**config.mk**
```make
export PLATFORM = sky130hd
export DESIGN_NAME = mii_rx_deframer
export DESIGN_NICKNAME = d
export VERILOG_FILES = /design/src/rtl/mii_pkg.sv /design/src/rtl/mii_rx_stats.sv /design/src/rtl/mii_rx_deframer.sv
export SDC_FILE = /design/constraint.sdc
export NUM_CORES = 1
export LEC_CHECK = 0
export ABC_AREA = 0
export BUFFER_PORTS_ARGS = -buffer_cell sky130_fd_sc_hd__buf_2
export CORE_AREA = 2 2 143 173
export DETAILED_ROUTE_END_ITERATION = 12
export DIE_AREA = 0 0 145 175
export PLACE_DENSITY = 0.81
export SLEW_MARGIN = 10
export SYNTH_ARGS = -nofsm -noshare
export SYNTH_HDL_FRONTEND = slang
export SYNTH_SLANG_ARGS = --single-unit
```
**constraint.sdc**
```tcl
create_clock -name clk -period 10.5 [get_ports clk]
set_clock_uncertainty 0.1 [all_clocks]
set_input_delay 0 -clock clk [delete_from_list [all_inputs] [get_ports clk]]
set_output_delay 0 -clock clk [all_outputs]
set_load 0.005 [all_outputs]
```
**src/rtl/mii_pkg.sv**
```systemverilog
// Shared MII definitions: control codes, receive FSM states and a lane-mask helper.
package mii_pkg;

  localparam logic [7:0] IDLE_CODE  = 8'h07;
  localparam logic [7:0] START_CODE = 8'hFB;
  localparam logic [7:0] EOF_CODE   = 8'hFD;
  localparam logic [7:0] ERR_CODE   = 8'hFE;
  localparam logic [7:0] PREAMBLE   = 8'h55;
  localparam logic [7:0] SFD        = 8'hD5;

  typedef enum logic [1:0] {
    IDLE,
    FRAME,
    DROP
  } rx_state_t;

  // Byte-enable mask with the lowest 'lanes' lanes set (lanes = 0..7).
  function automatic logic [7:0] keep_mask(input logic [2:0] lanes);
    keep_mask = 8'((9'd1 << lanes) - 9'd1);
  endfunction

endpackage

```
**src/rtl/mii_rx_stats.sv**
```systemverilog
// Saturating good/bad frame counters for the MII receive deframer.
module mii_rx_stats #(
  parameter int CNT_W = 32
) (
  input  logic             clk,
  input  logic             i_rst_n,
  input  logic             good_pulse,
  input  logic             bad_pulse,
  output logic [CNT_W-1:0] good_cnt,
  output logic [CNT_W-1:0] bad_cnt
);

  // Count each pulse, holding at all-ones instead of wrapping.
  always_ff @(posedge clk or negedge i_rst_n) begin
    if (!i_rst_n) begin
      good_cnt <= '0;
      bad_cnt  <= '0;
    end else begin
      if (good_pulse && (good_cnt != '1)) good_cnt <= good_cnt + CNT_W'(1);
      if (bad_pulse && (bad_cnt != '1))   bad_cnt  <= bad_cnt + CNT_W'(1);
    end
  end

endmodule

```
**src/rtl/mii_rx_deframer.sv**
```systemverilog
// 64-bit / 8-lane MII receive deframer: finds START + preamble/SFD, strips control
// characters and emits DA..FCS as a byte-enabled stream with sof/eof/err and statistics.
module mii_rx_deframer #(
  parameter int PAYLOAD_MAX_SIZE = 1500,
  parameter int MIN_FRAME_BYTES  = 64,
  parameter int CNT_W            = 32
) (
  input  logic             clk,
  input  logic             i_rst_n,
  input  logic             i_valid,
  input  logic [63:0]      i_mii_d,
  input  logic [7:0]       i_mii_ctrl,
  output logic [63:0]      o_data,
  output logic [7:0]       o_keep,
  output logic             o_valid,
  output logic             o_sof,
  output logic             o_eof,
  output logic             o_err,
  output logic [CNT_W-1:0] o_good_cnt,
  output logic [CNT_W-1:0] o_bad_cnt
);

  import mii_pkg::*;

  localparam logic [15:0] MIN_BYTES = 16'(MIN_FRAME_BYTES);
  localparam logic [15:0] MAX_BYTES = 16'(PAYLOAD_MAX_SIZE + 18);

  rx_state_t   state, state_n;

  logic [63:0] in_d;
  logic [7:0]  in_ctrl;

  logic        has_ctrl;
  logic [2:0]  ctrl_lane;
  logic [7:0]  ctrl_byte;
  logic        start_hit, preamble_ok, fd_any, all_idle;

  logic [15:0] byte_cnt, cnt_n, cnt_sat;
  logic [16:0] cnt_sum;
  logic [3:0]  add_bytes;
  logic        len_err, end_err;

  logic [63:0] hold_data;
  logic [7:0]  hold_keep;
  logic        hold_valid, hold_sof, hold_last, hold_err;
  logic        sof_pend, sof_pend_n;

  logic        emit, emit_sof, emit_eof, emit_err;
  logic [7:0]  emit_keep;
  logic        load_hold, load_last, load_err, clear_hold;
  logic [7:0]  load_keep;
  logic        good_p, bad_p;

  // Input stage; an unqualified word is replaced by eight IDLE control characters.
  always_ff @(posedge clk or negedge i_rst_n) begin
    if (!i_rst_n) begin
      in_d    <= '0;
      in_ctrl <= '0;
    end else if (i_valid) begin
      in_d    <= i_mii_d;
      in_ctrl <= i_mii_ctrl;
    end else begin
      in_d    <= {8{IDLE_CODE}};
      in_ctrl <= 8'hFF;
    end
  end

  // Lowest control lane in the word and word-level control-character detectors.
  always_comb begin
    has_ctrl  = 1'b0;
    ctrl_lane = 3'd0;
    fd_any    = 1'b0;
    for (int k = 7; k >= 0; k--) begin
      if (in_ctrl[k]) begin
        has_ctrl  = 1'b1;
        ctrl_lane = 3'(k);
      end
      if (in_ctrl[k] && (in_d[8*k +: 8] == EOF_CODE)) fd_any = 1'b1;
    end
    ctrl_byte   = in_d[{ctrl_lane, 3'b000} +: 8];
    start_hit   = in_ctrl[0] && (in_d[7:0] == START_CODE);
    preamble_ok = (in_ctrl[7:1] == 7'd0) && (in_d[63:8] == {SFD, {6{PREAMBLE}}});
    all_idle    = (in_ctrl == 8'hFF) && (in_d == {8{IDLE_CODE}});
  end

  // Saturating frame length including this word's data bytes.
  always_comb begin
    add_bytes = has_ctrl ? {1'b0, ctrl_lane} : 4'd8;
    cnt_sum   = {1'b0, byte_cnt} + 17'(add_bytes);
    cnt_sat   = cnt_sum[16] ? 16'hFFFF : cnt_sum[15:0];
    len_err   = (cnt_sat < MIN_BYTES) || (cnt_sat > MAX_BYTES);
    end_err   = (ctrl_byte != EOF_CODE) || len_err;
  end

  // FSM state register.
  always_ff @(posedge clk or negedge i_rst_n) begin
    if (!i_rst_n) state <= IDLE;
    else          state <= state_n;
  end

  // Next state, hold-register control and output selection.
  always_comb begin
    state_n    = state;
    emit       = 1'b0;
    emit_keep  = 8'hFF;
    emit_sof   = hold_sof;
    emit_eof   = 1'b0;
    emit_err   = 1'b0;
    load_hold  = 1'b0;
    load_keep  = 8'hFF;
    load_last  = 1'b0;
    load_err   = 1'b0;
    clear_hold = 1'b0;
    cnt_n      = byte_cnt;
    sof_pend_n = sof_pend;
    good_p     = 1'b0;
    bad_p      = 1'b0;

    if (hold_valid && hold_last) begin
      emit       = 1'b1;
      emit_keep  = hold_keep;
      emit_eof   = 1'b1;
      emit_err   = hold_err;
      clear_hold = 1'b1;
      good_p     = !hold_err;
      bad_p      = hold_err;
    end

    case (state)
      IDLE: begin
        if (start_hit) begin
          if (preamble_ok) begin
            state_n    = FRAME;
            cnt_n      = 16'd0;
            sof_pend_n = 1'b1;
          end else begin
            state_n = DROP;
            bad_p   = 1'b1;
          end
        end
      end
      FRAME: begin
        cnt_n = cnt_sat;
        if (!has_ctrl) begin
          emit       = hold_valid;
          load_hold  = 1'b1;
          sof_pend_n = 1'b0;
        end else begin
          state_n = IDLE;
          if (ctrl_lane == 3'd0) begin
            if (hold_valid) begin
              emit       = 1'b1;
              emit_eof   = 1'b1;
              emit_err   = end_err;
              clear_hold = 1'b1;
              good_p     = !end_err;
              bad_p      = end_err;
            end else begin
              bad_p = 1'b1;
            end
          end else begin
            emit       = hold_valid;
            load_hold  = 1'b1;
            load_keep  = keep_mask(ctrl_lane);
            load_last  = 1'b1;
            load_err   = end_err;
            sof_pend_n = 1'b0;
          end
        end
      end
      DROP: begin
        if (fd_any || all_idle) state_n = IDLE;
      end
      default: state_n = IDLE;
    endcase
  end

  // Hold register, byte counter and registered output word.
  always_ff @(posedge clk or negedge i_rst_n) begin
    if (!i_rst_n) begin
      hold_data  <= '0;
      hold_keep  <= '0;
      hold_valid <= 1'b0;
      hold_sof   <= 1'b0;
      hold_last  <= 1'b0;
      hold_err   <= 1'b0;
      sof_pend   <= 1'b0;
      byte_cnt   <= '0;
      o_data     <= '0;
      o_keep     <= '0;
      o_valid    <= 1'b0;
      o_sof      <= 1'b0;
      o_eof      <= 1'b0;
      o_err      <= 1'b0;
    end else begin
      if (load_hold) begin
        hold_data  <= in_d;
        hold_keep  <= load_keep;
        hold_valid <= 1'b1;
        hold_sof   <= sof_pend;
        hold_last  <= load_last;
        hold_err   <= load_err;
      end else if (clear_hold) begin
        hold_valid <= 1'b0;
        hold_last  <= 1'b0;
      end
      sof_pend <= sof_pend_n;
      byte_cnt <= cnt_n;
      o_valid  <= emit;
      o_data   <= emit ? hold_data : '0;
      o_keep   <= emit ? emit_keep : '0;
      o_sof    <= emit && emit_sof;
      o_eof    <= emit && emit_eof;
      o_err    <= emit && emit_eof && emit_err;
    end
  end

  mii_rx_stats #(.CNT_W(CNT_W)) u_stats (
    .clk        (clk),
    .i_rst_n    (i_rst_n),
    .good_pulse (good_p),
    .bad_pulse  (bad_p),
    .good_cnt   (o_good_cnt),
    .bad_cnt    (o_bad_cnt)
  );

endmodule

```
# Word-level counts from Yosys, hierarchy flattened
# Cells that the tools add are included.
[totals]
ff_bits = 307
in_bits = 75
out_inout_bits = 140
[op_classes]
add_sub_neg = 4
n_lt_le_gt_ge = 2
eq_ne = 22
shifts = 2
mux = 82
reduce_logical = 30
[ops]
columns = ["op", "count"]
rows = [
  ["64-bit 2-to-1 mux", 2],
  ["8-bit equality test (second input constant)", 10],
  ["32-bit by 1-bit adder with 32-bit output (second input constant)", 2],
  ["64-bit by 59-bit equality test with 1-bit output (second input constant)", 1],
  ["32-bit inequality test (second input constant)", 2],
  ["64-bit by 7-bit variable part select with 8-bit output", 1],
  ["56-bit equality test (second input constant)", 1],
  ["1-bit 2-to-1 mux", 54],
  ["16-bit 2-to-1 mux", 3],
  ["8-bit 2-to-1 mux", 6],
  ["16-bit case mux with 2 select lines", 1],
  ["3-bit 2-to-1 mux", 8],
  ["16-bit by 4-bit adder with 17-bit output", 1],
  ["1-bit logical AND", 17],
  ["16-bit by 11-bit greater-than comparator with 1-bit output (second input constant)", 1],
  ["16-bit by 7-bit < comparator with 1-bit output (second input constant)", 1],
  ["2-bit 2-to-1 mux", 4],
  ["2-bit inequality test (second input constant)", 4],
  ["8-bit inequality test (second input constant)", 1],
  ["1-bit by 3-bit << shifter with 8-bit output (first input constant)", 1],
  ["8-bit by 1-bit subtractor with 8-bit output (second input constant)", 1],
  ["7-bit zero test", 1],
  ["2-bit case mux with 3 select lines", 1],
  ["3-bit AND reduction", 2],
  ["11 further kinds", 16],
]

# Depth between registers and ports, before layout
# Gate-level depths: netlist of the first run.
[depth]
ltp_word = 20
mapped_depth = 17
ltp_nobuf = 15

# By module
# Synthesis of the first run repeated with hierarchy kept, for this count alone.
[unflattened]
cells_unflattened = 1226
hier_area_um2 = 12817.3
[modules_own_cells]
columns = ["mod", "instances", "cells_per_inst", "area_each_um2"]
rows = [
  ["mii_rx_deframer", 1, 936, 9728.1],
  ["mii_rx_stats", 1, 290, 3089.2],
]

# Worst setup path after synthesis of the first run
# No wires, ideal clock.
[synth_path]
path_kind = "register to register"
start = "register in_ctrl[5]"
end = "register u_stats.good_cnt[1]"
arrival_time_ns = 3.836
required_time_ns = 10.275
slack_ns = 6.439
stages_incl_launch_ff = 18
synth_period_minus_slack_ns = 4.061
cell_sequence = "dfrtp_1 > buf_2 > nor2_1 > a221oi_4 > nor2_1 > nor2_1 > ha_1 > fa_1 > a211oi_2 > nor2_1 > and3_1 > mux2i_1 > and4_1 > nor4_4 > a32oi_2 > buf_4 > nor2_1 > mux2_2"
[synth_via]
elab_chain_cells = 18
word_cells_on_any_way = 28
cone_classes = "1 x add/sub; 2 x order compare; 1 x eq/ne; 1 x shift; 18 x mux; 5 x reduce/logical"
[synth_lines]
columns = ["item", "line_no", "rtl"]
rows = [
  ["from (decl)", "mii_rx_deframer.sv:31", "logic [7:0] in_ctrl;"],
  ["from (signal assigned)", "mii_rx_deframer.sv:61", "in_ctrl <= i_mii_ctrl;"],
  ["3-bit 2-to-1 mux / 1-bit 2-to-1 mux (equally long branches) (6 in series)", "mii_rx_deframer.sv:74", "if (in_ctrl[k]) begin"],
  ["4-bit 2-to-1 mux", "mii_rx_deframer.sv:88", "add_bytes = has_ctrl ? {1'b0, ctrl_lane} : 4'd8;"],
  ["16-bit by 4-bit adder with 17-bit output", "mii_rx_deframer.sv:89", "cnt_sum = {1'b0, byte_cnt} + 17'(add_bytes);"],
  ["16-bit 2-to-1 mux", "mii_rx_deframer.sv:90", "cnt_sat = cnt_sum[16] ? 16'hFFFF : cnt_sum[15:0];"],
  ["16-bit by 7-bit < comparator with 1-bit output / 16-bit by 11-bit greater-than comparator with 1-bit output (equally long branches)", "mii_rx_deframer.sv:91", "len_err = (cnt_sat < MIN_BYTES) || (cnt_sat > MAX_BYTES);"],
  ["1-bit logical OR", "mii_rx_deframer.sv:91", ""],
  ["1-bit logical OR", "mii_rx_deframer.sv:92", "end_err = (ctrl_byte != EOF_CODE) || len_err;"],
  ["1-bit zero test", "mii_rx_deframer.sv:156", "good_p = !end_err;"],
  ["1-bit 2-to-1 mux", "mii_rx_deframer.sv:151", "if (hold_valid) begin"],
  ["1-bit 2-to-1 mux", "mii_rx_deframer.sv:150", "if (ctrl_lane == 3'd0) begin"],
  ["1-bit 2-to-1 mux *", "mii_rx_deframer.sv:144", "if (!has_ctrl) begin"],
  ["1-bit 2-to-1 mux *", "mii_rx_deframer.sv:129", "case (state)"],
  ["1-bit logical AND *", "mii_rx_stats.sv:19", "if (good_pulse && (good_cnt != '1)) good_cnt <= good_cnt + CNT_W'(1);"],
  ["to (signal assigned)", "mii_rx_stats.sv:19", ""],
  ["to (decl)", "mii_rx_stats.sv:9", "output logic [CNT_W-1:0] good_cnt,"],
]
# Every way passes the cells marked *; elsewhere a longest branch is shown, timed or not.
# A chain may end at the register's enable or synchronous reset.

# Worst setup path after layout of the first run
[layout_path]
start = "register in_ctrl[3]"
end = "register u_stats.bad_cnt[1]"
[layout_via]
elab_chain_cells = 15
word_cells_on_any_way = 27
cone_classes = "1 x add/sub; 2 x order compare; 1 x eq/ne; 1 x shift; 16 x mux; 6 x reduce/logical"
[layout_lines]
columns = ["item", "line_no", "rtl"]
rows = [
  ["3-bit 2-to-1 mux / 1-bit 2-to-1 mux (equally long branches) (4 in series)", "mii_rx_deframer.sv:74", ""],
  ["4-bit 2-to-1 mux", "mii_rx_deframer.sv:88", ""],
  ["16-bit by 4-bit adder with 17-bit output", "mii_rx_deframer.sv:89", ""],
  ["16-bit 2-to-1 mux", "mii_rx_deframer.sv:90", ""],
  ["16-bit by 7-bit < comparator with 1-bit output / 16-bit by 11-bit greater-than comparator with 1-bit output (equally long branches)", "mii_rx_deframer.sv:91", ""],
  ["1-bit logical OR", "mii_rx_deframer.sv:91", ""],
  ["1-bit logical OR", "mii_rx_deframer.sv:92", ""],
  ["1-bit 2-to-1 mux", "mii_rx_deframer.sv:151", ""],
  ["1-bit 2-to-1 mux", "mii_rx_deframer.sv:150", ""],
  ["1-bit 2-to-1 mux", "mii_rx_deframer.sv:144", ""],
  ["1-bit case mux with 2 select lines *", "mii_rx_deframer.sv:129", ""],
  ["1-bit logical AND *", "mii_rx_stats.sv:20", "if (bad_pulse && (bad_cnt != '1)) bad_cnt <= bad_cnt + CNT_W'(1);"],
  ["to (signal assigned)", "mii_rx_stats.sv:20", ""],
  ["to (decl)", "mii_rx_stats.sv:10", "output logic [CNT_W-1:0] bad_cnt"],
]
# Marked as above.

==> summary.md, run 1 <==
| Metric | Value |
|---|---|
| Outcome | `complete, no violations` |
| Crit Path Category | `flip-flop to flip-flop` |
| Synth Area per Inst | `~11 um^2` |
| Die width | `roughly 150 um` |
| Final RePlAce weighted congestion | `0.8775` |
| Crit-path cells | `nor2_1 -> a221oi_4 -> nor2_1 -> nor2_1 -> ha_1 -> fa_1 -> a211oi_2 -> nor2_1 -> and3_1 -> mux2i_1 -> o21ai_0 -> nor4_4 -> nand2_1 -> nand2b_1 -> mux2_2` |
| Top cells by instance count after synthesis | `307 x dfrtp_1, 269 x nand2_1, 113 x and2_1` |
| Period Utilization, post-route | `between 40% and 50%` |
| Crit Path Max Fanout | `16` |
| First-pass iteration count of the detailed router | `5` |
| Wire per inst | `approximately 17 um` |
| Clk_lat worst skew | `0.55 ns` |
| Core area | `around 24000 um^2` |
| Max VDD drop | `0.1119 mV` |
| Mux share of post-synthesis cell area | `less than 1%` |
| P&R area growth vs syn | `24.35%` |
| Reg-to-reg slack, setup | `~5.7 ns` |
| #FFs+latches synth | `307` |
| Via Count | `between 9000 and 10000` |
| Final wirelength | `between 30 and 40 mm` |
| Startpoint types | `flip-flop` |
| Vias per cell | `around 5.4` |
| Slowest CP cell | `nand2_1` |
| Count of cell types in the netlist | `roughly 70` |
| Die height | `175 um` |
| First-pass GRT wire length | `around 50 mm` |
| Initial Util | `54.34%` |
| Fraction of layout instances using a drive strength above 1 | `between 20% and 30%` |
| Worst slew margin relative to its limit | `between 20% and 30%` |
| Layout Nets | `between 1500 and 2000` |
| Post-Synth Adder-Cell Area | `0.7397%` |
| Final Util | `between 60 and 70%` |
| GRT Overall Usage | `about a quarter` |
| Top-count cell post-synth | `dfrtp_1` |
| Total CTS buffers | `29` |
| Clk slew on worst S/H paths | `around 0.070 ns` |
| Crit path from | `in_ctrl[3]` |
| Worst hold path class | `input pin to flip-flop` |
| Clock root buffer | `clkbuf_16` |
| Most frequent CP cell | `nor2_1` |
| Main combinational cell family by area after synthesis | `simple AND/OR/NAND/NOR gates` |
| Fmax | `about 0.21 GHz` |
| Initial antenna violation count | `0` |
| Endpoint type of the worst setup path | `flip-flop` |
| Min-delay src | `i_mii_ctrl[1]` |
| Largest net degree at the start of global routing | `~150` |
| CP arrival | `5.15 ns` |
| Antenna cells | `0` |
| RSZ-0062 raised after global routing | `false` |
| Reg2reg start | `in_ctrl[3]` |
| Post-Synthesis Cells | `approximately 1200` |
| Post-synth ARST share | `between 90% and 100%` |
| Xor/xnor share of the synthesized area | `about 4.4%` |
| Pwr/cell area | `153.0 nW/um^2` |
| Antenna-violating nets left | `0` |
| Final Max Tran Viols | `0` |
| Top cells by area, synth | `dfrtp_1 60%, nand2_1 7.9%, and2_1 5.5%` |
| Min Tclk post-route | `between 4 and 5 ns` |
| Post-synth top area share | `between 50% and 60%` |
| CP peak stage delay | `0.51 ns` |
| Post-synthesis instance area | `about 13000 um^2` |
| Initial drt markers | `733` |
| Syn Nets | `between 1000 and 1500` |
| Post-synthesis simple-gate area fraction | `26.90%` |
| Top_reg_cell synth | `dfrtp_1` |
| Total die area | `25380 um^2` |
| Max-cap viol count | `0` |
| Post-DP HPWL | `~20 mm` |
| Hold WS | `approximately 0.063 ns` |
| Clock sinks | `between 300 and 400` |
| CTS tree | `done` |
| # rows | `a little over 60` |
| Area fraction in compound gates after synthesis | `5.255%` |
| Worst-margin pin slew | `around 1.1 ns` |
| Clock H-tree levels | `1` |
| Critical Path RT | `around 11 ns` |
| Total number of yosys warnings | `0` |
| I/O Pins | `~220` |
| CTS Buffer Depth | `3` |
| PostCTS Resize Cnt | `0` |
| Hold Fails Final Rpt | `0` |
| DRC viols | `0` |
| Vias in the first global route | `roughly 9800` |
| Setup TNS | `0 ns` |
| Post-synth EDFFs | `0` |
| Sequential-to-total area share from yosys stat | `59.76%` |
| # port buffers | `around 210` |
| Leak | `8.110 nW` |
| Grt ovf | `0` |
| Synth area leader | `dfrtp_1` |
| Final setup viols | `0` |
-- report_power, final --
group	leakage (nW)	internal [mW]	switching [mW]
sequential	4.13	1.20	0.0178
clock	0.518	0.685	0.457
combinational	3.46	0.0435	0.0468
total	8.11	1.93	0.522
-- cells in the final DEF (no fill, tap or decap), types with 16 or more instances in the layout --
cell type / netlist / routed
and3_1: 16 / 16
buf_2: 6 / 212
nor2_1: 46 / 45
dlygate4sd3_1: 0 / 74
o21ai_0: 31 / 31
xor2_1: 31 / 31
nand2b_1: 39 / 38
dfrtp_1: 307 / 307
clkbuf_16: 0 / 29
inv_1: 18 / 17
xnor2_1: 34 / 34
nand3_1: 33 / 33
and2_1: 113 / 113
nand2_1: 269 / 269
nor3_1: 22 / 22
a21oi_1: 23 / 23
nand4_1: 33 / 33
-- sequential cells by signal (all words and copies together) (netlist names) --
register / flops
byte_cnt: 16
emit_sof: 1
hold_data: 64
hold_err: 1
hold_keep: 8
hold_last: 1
hold_valid: 1
in_ctrl: 8
in_d: 64
o_data: 64
o_eof: 1
o_err: 1
o_keep: 8
o_sof: 1
o_valid: 1
sof_pend: 1
state: 2
u_stats.bad_cnt: 32
u_stats.good_cnt: 32
-- through the flow --
step           power, mW  std cells  worst slack (ns)  instance area, um^2
2_1_floorplan      1.254       1214             6.439                12860
3_3_place_gp       1.303       1701             5.902                14190
3_5_place_dp       1.305       1701             5.718                14190
4_1_cts            2.455       1828             5.702                15970
5_1_grt            2.518       1829             5.311                15990
6_report           2.447       1829             5.690                15990
-- what timing repair did --
item,4_1_cts,5_1_grt
setup buffers,0,0
hold buffers,73,1
endpoints found under the hold margin,217,43
-- cell families (layout without fill, tap and decap cells) --
group / count (synthesis) / in the layout
and+or+nand+nor: 653 / 653
DFF: 307 / 307
AOI/OAI and AO/OA: 100 / 100
buffers and inverters: 74 / 369
xor gates and xnor gates: 65 / 65
muxes: 8 / 8
adders and majority gates: 7 / 7
-- layer usage --
metal | vias to the layer above | track usage (%) | routed length, um
li1 | 4608 | - | -
met1 | 4840 | 33.42 | 13120
met2 | 326 | 43.08 | 16100
met3 | 69 | 3.159 | 1634
met4 | 0 | 7.880 | 896
met5 | - | 0 | 0
-- path summary, 6_finish.rpt --
kind                       cells after the start                  to
min in group asynchronous                      2          o_data[45]
max                                           15  u_stats.bad_cnt[1]
max reg2reg                                   15  u_stats.bad_cnt[1]
min                                            3          in_ctrl[1]
min reg2reg                                    2        hold_keep[0]
max in group asynchronous                      3          o_data[18]
-- critical path, delay by kind of cell, from the launching register on --
kind                       cells  cell delay [ns]
and+or+nand+nor                8             2.00
AOI/OAI and AO/OA              3             0.82
adders and majority gates      2             0.68
muxes                          2             0.61
DFF                            1             0.46
-- final cells by class --
| type | count | area [um^2] |
|---|---|---|
| clock inverter | 19 | 265.3 |
| tap | 320 | 400.4 |
| fill | 1734 | 7674 |
| multi-input combinational | 833 | 4895 |
| sequential | 307 | 7682 |
| timing repair buffer | 296 | 1884 |
| inverter | 19 | 71.32 |
| clock buffer | 35 | 788.3 |
Power figures use the tool's default switching activity.
==> inputs of run 2 (changes only) <==
- clock period: 10.5 -> 4.77 ns (I/O delays scaled with it)
==> summary.md, run 2 (synthesis results as in run 1) <==
| Metric | Value |
|---|---|
| Die height | `175 um (unchanged)` |
| Post-CTS setup buffers | `0 (unchanged)` |
| Die width | `145 um (unchanged)` |
| First-pass GRT wire length | `51.73 mm (+1.1%)` |
| Core area | `23660 um^2 (unchanged)` |
| Pre-CTS setup slack | `0.3684 ns (-5.349 ns)` |
| First-pass iteration count of the detailed router | `7 (+2)` |
| Final Non-Filler Cells | `1863 (+1.9%)` |
| GRT Overall Usage | `25.11% (+0.092 points)` |
| Crit Path Max Fanout | `15 (-1)` |
| RSZ-0062 raised after global routing | `false` |
| Vias in the first global route | `9951 (+1.5%)` |
| CP Buf/Inv Count | `1 (+1)` |
| CTS tree | `done` |
| CP peak stage delay | `0.51 ns (about the same)` |
| # rows | `62 (unchanged)` |
| Layout Nets | `1602 (+2.2%)` |
| Initial Util | `54.34% (unchanged)` |
| Vias per cell | `5.405 (+0.43%)` |
| Crit-path cells | `nor2_1 -> a221oi_4 -> nor2_1 -> nor2_1 -> ha_1 -> fa_1 -> a211oi_4 -> or2_2 -> or4_1 -> o21a_1 -> o211ai_1 -> nor4_4 -> a32oi_2 -> buf_4 -> nor4b_2 -> xor2_1` |
| CTS Buffer Depth | `3 (unchanged)` |
| Final Util | `68.69% (+1.1 points)` |
| Post-DP HPWL | `20.13 mm (+0.73%)` |
| Clk_lat worst skew | `0.55 ns (about the same)` |
| Largest net degree at the start of global routing | `154 (+4.1%)` |
| Clock root buffer | `clkbuf_16` |
| Period Utilization, post-route | `91.60% (+46 points)` |
| Fmax | `0.2289 GHz (+10%)` |
| Crit Path Category | `flip-flop to flip-flop` |
| Pwr/cell area | `319.2 nW/um^2 (+110%)` |
| Fraction of layout instances using a drive strength above 1 | `20.80% (+0.061 points)` |
| Outcome | `complete, no violations` |
| Most common cell after layout, fill and taps aside | `dfrtp_1` |
| Wire per inst | `17.24 um (-0.68%)` |
| Max VDD drop | `0.2618 mV (+130%)` |
| Antenna-violating nets left | `0 (unchanged)` |
| Top flop regs | `hold_data x64, in_d x64, o_data x64` |
| Most frequent CP cell | `nor2_1` |
| Clock sinks | `307 (unchanged)` |
| Startpoint types | `flip-flop` |
| Final WS setup | `0.4007 ns (-5.290 ns)` |
| CP arrival | `4.73 ns (-0.42 ns)` |
| DRC viols | `0 (unchanged)` |
| Min Tclk post-route | `4.369 ns (-0.4404 ns)` |
| Antenna cells | `0 (unchanged)` |
| # port buffers | `214 (unchanged)` |
| Placed Cells | `1707 (+0.35%)` |
| Clock H-tree levels | `1 (unchanged)` |
| I/O Pins | `215 (unchanged)` |
| Clk slew on worst S/H paths | `0.07 ns (about the same)` |
| Final RePlAce weighted congestion | `0.8868 (+1.1%)` |
| Slowest CP cell | `nor4_4` |
| Worst path top cell family by delay | `simple AND/OR/NAND/NOR gates` |
| Critical Path RT | `5.13 ns (-5.71 ns)` |
| Final setup viols | `0 (unchanged)` |
| Worst hold path class | `input pin to flip-flop` |
| Worst slew margin relative to its limit | `30.84% (+3.1 points)` |
| Final wirelength | `32.13 mm (+1.2%)` |
| P&R area growth vs syn | `26.42%` |
| Initial antenna violation count | `0 (unchanged)` |
| Endpoint type of the worst setup path | `flip-flop` |
| Initial drt markers | `645 (-12%)` |
| Worst-margin pin slew | `1.037 ns (-0.04682 ns)` |
| Final Max Tran Viols | `0 (unchanged)` |
| Total CTS buffers | `29 (unchanged)` |
| Setup TNS | `0 ns (unchanged)` |
| Commonest non-fill, non-tap cells in the layout | `307 x dfrtp_1, 269 x nand2_1, 213 x buf_2` |
| Grt ovf | `0 (unchanged)` |
| Hold Fails Final Rpt | `0 (unchanged)` |
| Hold WS | `0.02184 ns (-0.04127 ns)` |
| Max-cap viol count | `0 (unchanged)` |
| Via Count | `10069 (+2.3%)` |
| Total die area | `25380 um^2 (unchanged)` |
| Leak | `8.182 nW (+0.89%)` |
==> run 2: cell types whose count changed in the layout (fill, tap and decap cells not counted), sizes merged <==
cell,before,now
clkinv,11,12
dlygate4sd3,74,101
clkinvlp,2,5
buf,222,229
bufinv,6,2
==> run 2: routing by layer <==
| metal | vias to the layer above | GRT usage (%) | wire length (um) |
|---|---|---|---|
| met4 | 0 | 8.663 | 1004 |
| met2 | 358 | 42.94 | 16030 |
| li1 | 4675 | - | - |
| met1 | 4962 | 33.46 | 13430 |
| met3 | 74 | 3.211 | 1667 |
| met5 | - | 0 | 0 |
==> run 2: power breakdown <==
part           internal, mW  switching (mW)  total (mW)
Combinational         0.114           0.111       0.224
Sequential             2.63          0.0388        2.67
Clock                  1.31           0.984        2.29
Total                  4.05            1.13        5.19
==> run 2: worst paths after layout <==
path | end | slack, ns | cells past startpoint | start
worst max register to register | u_stats.good_cnt[3] | 0.40 | 16 | in_ctrl[5]
worst min register to register | hold_keep[0] | 0.36 | 2 | hold_keep[0]
worst max-delay path | u_stats.good_cnt[3] | 0.40 | 16 | in_ctrl[5]
worst min-delay path | in_ctrl[3] | 0.02 | 3 | i_valid
max in group asynchronous | u_stats.good_cnt[0] | 2.94 | 4 | i_rst_n
min in group asynchronous | hold_data[47] | 0.45 | 3 | i_rst_n
==> run 2: tightest hold or removal path, delay by kind of cell <==
| family | cells | cell delay, ns |
|---|---|---|
| buffers and inverters | 2 | 0.41 |
| AND/OR/NAND/NOR | 1 | 0.20 |
==> run 2: repair_timing <==
| item | CTS | global route |
|---|---|---|
| hold buffers | 102 | 0 |
| gates resized for setup | 0 | 1 |
| endpoints found under the hold margin | 167 | 0 |
| setup endpoints to repair | 0 | 6 |
==> run 2: per-stage QoR <==
| stage | power, mW | area [um^2] |
|---|---|---|
| global placement | 2.871 | 14250 |
| CTS | 5.217 | 16250 |
| global route | 5.354 | 16250 |
| floorplan | 2.761 | 12860 |
| detailed placement | 2.874 | 14250 |
| finish | 5.187 | 16250 |
==> run 2: cell type report <==
type | instances | area, um^2
repair buffers | 330 | 2230
clock inverters | 19 | 168.9
multi-input cells | 833 | 4902
inverters | 19 | 71.32
clock buffers | 35 | 798.3
flip-flops and latches | 307 | 7682
well taps | 320 | 400.4
fillers | 1702 | 7407
==> inputs of run 3 (changes only) <==
- RECOVER_POWER: unset -> 50
- SYNTH_HIERARCHICAL: unset -> 1
==> summary.md, run 3 <==
| Metric | Value |
|---|---|
| Top flop regs | `hold_data x64, in_d x64, o_data x64` |
| Clock root buffer | `clkbuf_16` |
| Post-route cell area | `16320 um^2 (+0.41%)` |
| Largest net degree at the start of global routing | `133 (-14%)` |
| Synth area leader | `dfrtp_1` |
| Final setup viols | `0 (unchanged)` |
| Post-synth ARST share | `100.0% (unchanged)` |
| Post-synth top area share | `59.94% (+0.18 points)` |
| Wire per inst | `18.79 um (+9.0%)` |
| Vias in the first global route | `10538 (+5.9%)` |
| Sequential Area | `7682 um^2 (unchanged)` |
| Syn Nets | `1308 (+0.93%)` |
| CP arrival | `5.07 ns (+0.34 ns)` |
| Top cells by area, synth | `dfrtp_1 60%, nand2_1 7.1%, and2_1 5.3%` |
| RSZ-0062 raised after global routing | `true` |
| Top cells by instance count after synthesis | `307 x dfrtp_1, 242 x nand2_1, 108 x and2_1` |
| Clk slew on worst S/H paths | `0.07 ns (about the same)` |
| Initial drt markers | `774 (+20%)` |
| I/O Pins | `215 (unchanged)` |
| Post-Synthesis Cells | `1226 (+0.99%)` |
| Total CTS buffers | `28 (-3.4%)` |
| Via Count | `10536 (+4.6%)` |
| # port buffers | `214 (unchanged)` |
| Outcome | `finished with violations` |
| CTS Buffer Depth | `3 (unchanged)` |
| Placed Cells | `1743 (+2.1%)` |
| Final WS setup | `0.07688 ns (-0.3238 ns)` |
| Grt ovf | `0 (unchanged)` |
| Met2 Use GR | `48.19% (+5.3 points)` |
| # rows | `62 (unchanged)` |
| Post-synthesis instance area | `12820 um^2 (-0.30%)` |
| Final Util | `68.97% (+0.28 points)` |
| First-pass iteration count of the detailed router | `8 (+1)` |
| Fill cell count | `1693 (-0.53%)` |
| Antenna-violating nets left | `0 (unchanged)` |
| First-pass GRT wire length | `55.25 mm (+6.8%)` |
| Worst slew margin relative to its limit | `-116.4% (-150 points)` |
| Worst hold path class | `input pin to flip-flop` |
| Antenna cells | `0 (unchanged)` |
| Commonest non-fill, non-tap cells in the layout | `307 x dfrtp_1, 241 x nand2_1, 156 x buf_2` |
| Clock H-tree levels | `1 (unchanged)` |
| GRT Overall Usage | `27.16% (+2.0 points)` |
| Initial antenna violation count | `0 (unchanged)` |
| Area occupied by multi-input gates | `4960 um^2 (+1.2%)` |
| Fmax | `0.2131 GHz (-6.9%)` |
| Post-synth EDFFs | `0 (unchanged)` |
| Initial Util | `54.17% (-0.16 points)` |
| DRC viols | `0 (unchanged)` |
| Die width | `145 um (unchanged)` |
| Total number of yosys warnings | `6 (+6)` |
| Core area | `23660 um^2 (unchanged)` |
| Endpoint type of the worst setup path | `flip-flop` |
| Hold Fails Final Rpt | `0 (unchanged)` |
| Worst-margin pin slew | `3.247 ns (+2.209 ns)` |
| Top-count cell post-synth | `dfrtp_1` |
| Hold WS | `0.08680 ns (+0.06496 ns)` |
| Leak | `8.015 nW (-2.0%)` |
| Min Tclk post-route | `4.693 ns (+0.3238 ns)` |
| Total Power | `5.160 mW (-0.53%)` |
| Max-cap viol count | `2 (+2)` |
| Final wirelength | `35.60 mm (+11%)` |
| P&R area growth vs syn | `27.32%` |
| Count of cell types in the netlist | `71 (+2.9%)` |
| CTS tree | `done` |
| Final RePlAce weighted congestion | `0.9343 (+5.4%)` |
| Fraction of layout instances using a drive strength above 1 | `18.03% (-2.8 points)` |
| Critical Path RT | `5.15 ns (+0.02 ns)` |
| Pre-CTS setup slack | `-0.01756 ns (-0.3859 ns)` |
| Failing checks | `capacitance limit, slew limit` |
| Clk_lat worst skew | `0.57 ns (+0.02 ns)` |
| Max VDD drop | `0.2862 mV (+9.3%)` |
| Top_reg_cell synth | `dfrtp_1` |
| Die height | `175 um (unchanged)` |
| Synth Area per Inst | `10.45 um^2 (-1.3%)` |
| Post-DP Area | `14360 um^2 (+0.79%)` |
| Final Max Tran Viols | `206 (+206)` |
| Most common cell after layout, fill and taps aside | `dfrtp_1` |
| Crit Path Category | `flip-flop to flip-flop` |
| Layout Nets | `1636 (+2.1%)` |
| #FFs+latches synth | `307 (unchanged)` |
| Vias per cell | `5.560 (+2.9%)` |
| Period Utilization, post-route | `98.39% (+6.8 points)` |
| Met3 Use GR | `4.230% (+1.0 points)` |
| Total die area | `25380 um^2 (unchanged)` |
| Post-DP HPWL | `22.60 mm (+12%)` |
| Setup TNS | `0 ns (unchanged)` |
| GRT Max-Usage Layer | `met2` |
| Final Non-Filler Cells | `1895 (+1.7%)` |
| M1 GR Usage | `33.42% (-0.041 points)` |
| Startpoint types | `flip-flop` |
| Sequential-to-total area share from yosys stat | `59.94% (+0.18 points)` |
| Clock sinks | `307 (unchanged)` |
| Crit Path Max Fanout | `7 (-8)` |
| Pwr/cell area | `316.2 nW/um^2 (-0.94%)` |
run 3: cell types whose count changed in the layout (fill, tap and decap cells not counted), moves of 14 or more:
cell and delta:
buf_2 -57, nor2_1 +14, and2_0 +34, and2_1 -39, nand2_1 -28, clkbuf_1 +62, buf_4 +23
run 3: critical path: stages (launching register included):
cell and delay [ns]:
dfrtp_1 0.48, buf_4 0.20, a221oi_4 0.26, nor2_1 0.07, nor2_1 0.14, ha_2 0.22
fa_2 0.23, a211oi_2 0.08, or3_4 0.38, or4_4 0.44, a311oi_4 0.33, nand3_1 0.14
nor4_2 0.20, o21a_1 0.24, nand4_1 0.15, and4bb_2 0.38, o21ai_4 0.12, nor3_1 0.28
xor2_1 0.18
run 3: metal layers:
metal | wire length [um] | share of wire, %
met5 | 0 | 0
met4 | 1391 | 3.9
met3 | 2037 | 5.7
met2 | 18340 | 52
met1 | 13830 | 39
run 3: layout make-up:
type | instances | area share (%)
Sequential cell | 307 | 47.08
Multi-Input combinational cell | 843 | 30.39
Timing Repair Buffer | 349 | 13.85
Clock buffer | 38 | 4.830
Tap cell | 320 | 2.453
Clock inverter | 13 | 0.8280
Inverter | 25 | 0.5750
run 3: logic make-up after synthesis:
group / count (synthesis) / share of synthesized area (%)
multiplexers: 9 / 0.7516
flip-flops: 307 / 59.94
adder cells (fa/ha/maj): 7 / 0.7419
XOR/XNOR: 68 / 4.647
AND/OR/NAND/NOR: 650 / 25.83
buffers and inverters: 76 / 2.362
AO/OA/AOI/OAI: 109 / 5.730
run 3: repair_timing:
action,4_1_cts,5_1_grt
setup buffers,1,6
resized for setup,7,17
hold buffers,94,0
endpoints found under the hold margin,200,0
setup endpoints to repair,3,39
pin swaps,5,18
run 3: where the power goes:
part | switching [mW] | total (mW) | internal [mW] | leakage [nW]
clock | 0.983 | 2.25 | 1.27 | 0.454
sequential | 0.0433 | 2.68 | 2.63 | 4.13
combinational | 0.118 | 0.230 | 0.112 | 3.43
total | 1.14 | 5.16 | 4.02 | 8.02
run 3: final timing paths:
check / from / end / slack (ns) / cells after the start
max: in_ctrl[4] / u_stats/good_cnt[28] / 0.08 / 18
min: i_mii_d[7] / in_d[7] / 0.09 / 3
max reg2reg: in_ctrl[4] / u_stats/good_cnt[28] / 0.08 / 18
min reg2reg: hold_keep[0] / hold_keep[0] / 0.35 / 2
max in group asynchronous: i_rst_n / hold_data[33] / 1.66 / 3
min in group asynchronous: i_rst_n / u_stats/good_cnt[11] / 0.91 / 2
